### config.mk
export PLATFORM = sky130hd
export DESIGN_NAME = mac8_wb_buffer
export DESIGN_NICKNAME = d
export VERILOG_FILES = /design/src/rtl/mac8_wb_buffer.sv
export SDC_FILE = /design/constraint.sdc
export NUM_CORES = 1
export LEC_CHECK = 0
export BUFFER_PORTS_ARGS = -buffer_cell sky130_fd_sc_hd__buf_2
export CAP_MARGIN = 20
export CORE_MARGIN = 2
export CORE_UTILIZATION = 60
export CTS_CLUSTER_DIAMETER = 150
export DETAILED_ROUTE_END_ITERATION = 12
export PLACE_DENSITY = 0.93
export REMOVE_ABC_BUFFERS = 1
export SETUP_SLACK_MARGIN = 0.4
export SYNTH_ARGS = -nofsm -noshare
export SYNTH_HDL_FRONTEND = slang
export SYNTH_SLANG_ARGS = --single-unit
### constraint.sdc
create_clock -name clk_i -period 35.6 [get_ports clk_i]
set_clock_uncertainty 0.15 [all_clocks]
set_input_delay 7.12 -clock clk_i [delete_from_list [all_inputs] [get_ports clk_i]]
set_output_delay 7.12 -clock clk_i [all_outputs]
set_load 0.005 [all_outputs]
### src/rtl/mac8_wb_buffer.sv
// rtl/mac8_wb_buffer.sv - in-order result/writeback buffer behind mac8_FU
//
// Purpose: captures every mac8_FU result, trans_id and exception in a small
// in-order FIFO and drains it into a writeback port that may stall. The
// functional unit itself cannot stall, so in_ready_o goes back to issue logic.
//
// Optional feature macro: MAC8_WB_BYPASS_EN (zero-cycle bypass when empty).
//
// Ports:
//   clk_i, rst_i        clock (rising edge), synchronous active-high reset
//   flush_i             discard all buffered entries
//   in_valid_i          result valid from mac8_FU
//   in_result_i         result data
//   in_trans_id_i       scoreboard transaction id
//   in_ex_i             packed exception record (exception_t, EX_W bits)
//   in_ready_o          at least one free entry
//   out_valid_o         head entry valid toward writeback
//   out_ready_i         writeback port accepts the head this cycle
//   out_result_o        head result (zero when empty)
//   out_trans_id_o      head transaction id (zero when empty)
//   out_ex_o            head exception (zero when empty)
//   count_o             occupied entries
//   overflow_o          sticky: a push was dropped
module mac8_wb_buffer #(
  parameter int unsigned DEPTH         = 4,
  parameter int unsigned TRANS_ID_BITS = 3,
  parameter int unsigned DATA_W        = 32,
  parameter int unsigned EX_W          = 129
) (
  input  logic                     clk_i,
  input  logic                     rst_i,
  input  logic                     flush_i,
  input  logic                     in_valid_i,
  input  logic [DATA_W-1:0]        in_result_i,
  input  logic [TRANS_ID_BITS-1:0] in_trans_id_i,
  input  logic [EX_W-1:0]          in_ex_i,
  output logic                     in_ready_o,
  output logic                     out_valid_o,
  input  logic                     out_ready_i,
  output logic [DATA_W-1:0]        out_result_o,
  output logic [TRANS_ID_BITS-1:0] out_trans_id_o,
  output logic [EX_W-1:0]          out_ex_o,
  output logic [$clog2(DEPTH):0]   count_o,
  output logic                     overflow_o
);

  localparam int unsigned PW = $clog2(DEPTH);
  localparam int unsigned CW = PW + 1;
  localparam int unsigned EW = DATA_W + TRANS_ID_BITS + EX_W;
  localparam logic [CW-1:0] FULL_CNT = CW'(DEPTH);

  logic [EW-1:0] mem_q [DEPTH];
  logic [PW-1:0] wr_ptr_q, wr_ptr_d;
  logic [PW-1:0] rd_ptr_q, rd_ptr_d;
  logic [CW-1:0] count_q, count_d;
  logic          overflow_q, overflow_d;

  logic          empty;
  logic          full;
  logic          fifo_pop;
  logic          push;
  logic          bypass;
  logic [EW-1:0] head_entry;

  assign empty = (count_q == '0);
  assign full  = (count_q == FULL_CNT);

`ifdef MAC8_WB_BYPASS_EN
  // Empty buffer and a willing consumer: hand the result straight through.
  assign bypass = empty & in_valid_i & out_ready_i & ~flush_i;
`else
  assign bypass = 1'b0;
`endif

  // A bypassed result never touches storage, so only stored heads pop.
  assign fifo_pop = ~empty & out_ready_i;
  // When full, a same-cycle pop frees the slot the push reuses.
  assign push     = in_valid_i & ~flush_i & ~bypass & (~full | fifo_pop);

  always_comb begin
    wr_ptr_d   = wr_ptr_q;
    rd_ptr_d   = rd_ptr_q;
    count_d    = count_q;
    overflow_d = overflow_q;

    if (push) begin
      wr_ptr_d = wr_ptr_q + 1'b1;
    end
    if (fifo_pop) begin
      rd_ptr_d = rd_ptr_q + 1'b1;
    end

    if (push && !fifo_pop) begin
      count_d = count_q + 1'b1;
    end else if (!push && fifo_pop) begin
      count_d = count_q - 1'b1;
    end

    // A flush-cycle push is discarded on purpose, not counted as a drop.
    if (in_valid_i && full && !fifo_pop && !flush_i) begin
      overflow_d = 1'b1;
    end

    // Flush wins over push/pop bookkeeping; the sticky flag survives it.
    if (flush_i) begin
      wr_ptr_d = '0;
      rd_ptr_d = '0;
      count_d  = '0;
    end
  end

  always_ff @(posedge clk_i) begin
    if (rst_i) begin
      wr_ptr_q   <= '0;
      rd_ptr_q   <= '0;
      count_q    <= '0;
      overflow_q <= 1'b0;
    end else begin
      wr_ptr_q   <= wr_ptr_d;
      rd_ptr_q   <= rd_ptr_d;
      count_q    <= count_d;
      overflow_q <= overflow_d;
    end
  end

  // Storage carries no reset; empty-state outputs are forced to zero below.
  always_ff @(posedge clk_i) begin
    if (push && !rst_i) begin
      mem_q[wr_ptr_q] <= {in_ex_i, in_trans_id_i, in_result_i};
    end
  end

  always_comb begin
    head_entry     = mem_q[rd_ptr_q];
    out_valid_o    = ~empty;
    out_result_o   = '0;
    out_trans_id_o = '0;
    out_ex_o       = '0;
    if (!empty) begin
      {out_ex_o, out_trans_id_o, out_result_o} = head_entry;
    end
`ifdef MAC8_WB_BYPASS_EN
    if (bypass) begin
      out_valid_o    = 1'b1;
      out_result_o   = in_result_i;
      out_trans_id_o = in_trans_id_i;
      out_ex_o       = in_ex_i;
    end
`endif
  end

  assign in_ready_o = ~full;
  assign count_o    = count_q;
  assign overflow_o = overflow_q;

endmodule
==> impl_metrics.yaml <==
grt:
  grt.overflow.total: 0
  antenna_found_initial: 13
  use_met1: 0.2996
  grt_use_total: 0.2361
  global_route.usage.met2: 0.3963
  grt_max_degree: 89
  first_global_vias: 13140
  use_met3: 0.06090
  grt_pass1_wl_microns: 76910
  grt_busiest_layer: "met2"
synth:
  synth_edf_count: 656
  synth_seq_cells: 666
  ys.flop_type: "edfxtp_1"
  syn_inst: 1095
  synth_top_area_cell: "edfxtp_1"
  netlist.area_leader.share: 0.7784
  seq_area_frac_synth: 0.7864
  synth_commonest_cells: "656 x edfxtp_1, 164 x and2_1, 164 x mux4_2"
  synth.most_common_cell: "edfxtp_1"
  synthesis.area_sq_um: 25310
  synth_cell_types: 26
  synth_area_leaders: "edfxtp_1 78%, mux4_2 15%, and2_1 4.1%"
  ys_warn_count: 0
  avgSynthCellArea_sq_um: 23.11
  async_flop_share: 0
run_status:
  status: "finished clean"
critical_path:
  worstPathArrival_ns: 3.99
  crit_path_start_kind: "flop"
  critPathKind: "reg -> out"
  required_ns: 28.33
  end_kind: "output pin"
  cp_max_fo: 50
pwr:
  power_frac_clock: 0.417
  switching_power_uw: 327.5
  p_sw_frac: 0.1975
  ir_worst_vdd_mv: 0.04305
  power_density_nw_per_um2: 55.85
  power_frac_comb: 0.056
  p_leak_uw: 0.01017
  internal_power_uw: 1330
  p_seq_frac: 0.527
sta:
  tns_ns: 0
  worst_pin_slew_ns: 1.052
  hold_violations: 0
  maxSlewHeadroom: 0.2983
  slew_violations: 0
  finalSetupViolCount: 0
  finalCritPeriodShare: 0.3164
  min_period_ns: 11.26
  fin_ws_ns: 24.34
  rsz0062_at_grt: "false"
  clock.fmax_mhz: 88.78
clock_tree:
  cts_hold_buf: 0
  htreeDepth: 3
  clock_latency_ns: 0.58
  postCtsSetupRepairBufs: 0
  cts_inserted_buffers: 66
  cts_root_buffer: "clkbuf_16"
  clk_pin_slew_ns: 0.06
  post_cts_resize_count: 0
  cts_tree: "yes"
  numClockSinks: 666
  clockBufferDepth: 3
layout:
  fin_util: 0.7109
  nFillCells: 2309
  drive_gt1_frac: 0.4127
  fin_nets: 1640
  syn_to_final_growth_pct: 17.31
die:
  rows: 75
  core_sq_um: 41760
  fp.dieW_microns: 209.4
  dieArea_sq_um: 43830
  io_pins: 339
  die_h_microns: 209.4
  initial_core_util: 0.6060
routing:
  drc: 0
  wirelength_microns: 51030
  first_pass_iters: 5
  first_iter_violations: 1132
  dr_total_vias: 12310
  routedWlPerCell_microns: 24.74
  drt.antenna.violating_nets: 0
  via_per_inst: 5.966
flow_run:
  max-cap-violations: 0
place:
  dp_slack_ns: 24.80
  gp_congestion: 0.7496
  hpwl_microns: 29350
  io_buffers: 338
hold_path:
  hold_class: "reg -> reg"
[cell type report]
class	count	area (sq um)	share of cell area
diodes	7	17.52	0.0005901
clock buffers	90	1826	0.06150
clock inverters	30	354.1	0.01193
inverters	5	18.77	0.0006322
multi-input cells	368	5046	0.1700
flip-flops and latches	666	19910	0.6706
well taps	539	674.4	0.02272
repair buffers	358	1842	0.06204
[cells in the final DEF, fill, tap and decap left out, types with 5 or more instances in the layout]
master       n
diode_2      7
dfxtp_1      8
clkbuf_1    19
and2_1     164
clkinv_2    13
buf_2      338
inv_1        5
buf_4       20
mux4_2     164
clkinv_1     6
nor2_1       6
bufinv_16    8
ha_1         5
clkbuf_16   69
edfxtp_1   656
[kinds of logic after synthesis]
group | Yosys count | share of synthesized area
AO/OA/AOI/OAI | 8 | 0.002027
XOR/XNOR | 4 | 0.001384
flip-flops | 666 | 0.7864
adder cells (fa/ha/maj) | 6 | 0.003263
multiplexers | 165 | 0.1464
AND/OR/NAND/NOR | 185 | 0.04539
buffers and inverters | 61 | 0.01523
[power groups by stage]
| stage | clock network [uW] | logic [uW] | registers (uW) |
|---|---|---|---|
| 2_1_floorplan | 0 | 43.8 | 895 |
| 3_3_place_gp | 0 | 89.3 | 889 |
| 3_5_place_dp | 0 | 92.7 | 889 |
| 4_1_cts | 705 | 94.4 | 873 |
| 5_1_grt | 730 | 101 | 873 |
| 6_report | 692 | 93.3 | 873 |
[registers in the layout, summed over array words and instances (netlist names), named ones only]
signal and cells:
count_o 3, wr_ptr_q 2, mem_q 656, overflow_o 1, rd_ptr_q 2
[metrics by stage]
stage	hold slack, ns	total power [uW]	area (sq um)	std cells
floorplan	0.2860	938.4	24940	1039
global placement	0.2802	978.0	27490	1936
detailed placement	0.2880	982.2	27490	1936
CTS	0.3011	1673	29670	2056
global route	0.3335	1704	29680	2062
finish	0.3046	1658	29680	2063
[per-layer routing]
metal	share of wire	vias to the layer above
met1	0.36	6374
met5	0.0013	-
met2	0.53	565
li1	-	5242
met4	0.031	10
met3	0.077	117
[final timing paths]
| kind | cells after the start | startpoint | endpoint | slack [ns] |
|---|---|---|---|---|
| setup reg to reg | 5 | count_o[0] | mem_q[0][34] | 31.70 |
| hold / removal | 2 | overflow_o | overflow_o | 0.30 |
| setup / recovery | 5 | flop | out_ex_o[118] | 24.34 |
| hold reg to reg | 2 | overflow_o | overflow_o | 0.30 |
[worst max-delay path, cell delays in order, from the launching register on]
cell and delay (ns):
dfxtp_4 0.81, buf_4 0.68, buf_4 0.87, mux4_2 0.62, and2_1 0.21, buf_2 0.14
No activity file was read; power rests on OpenSTA's default activity.
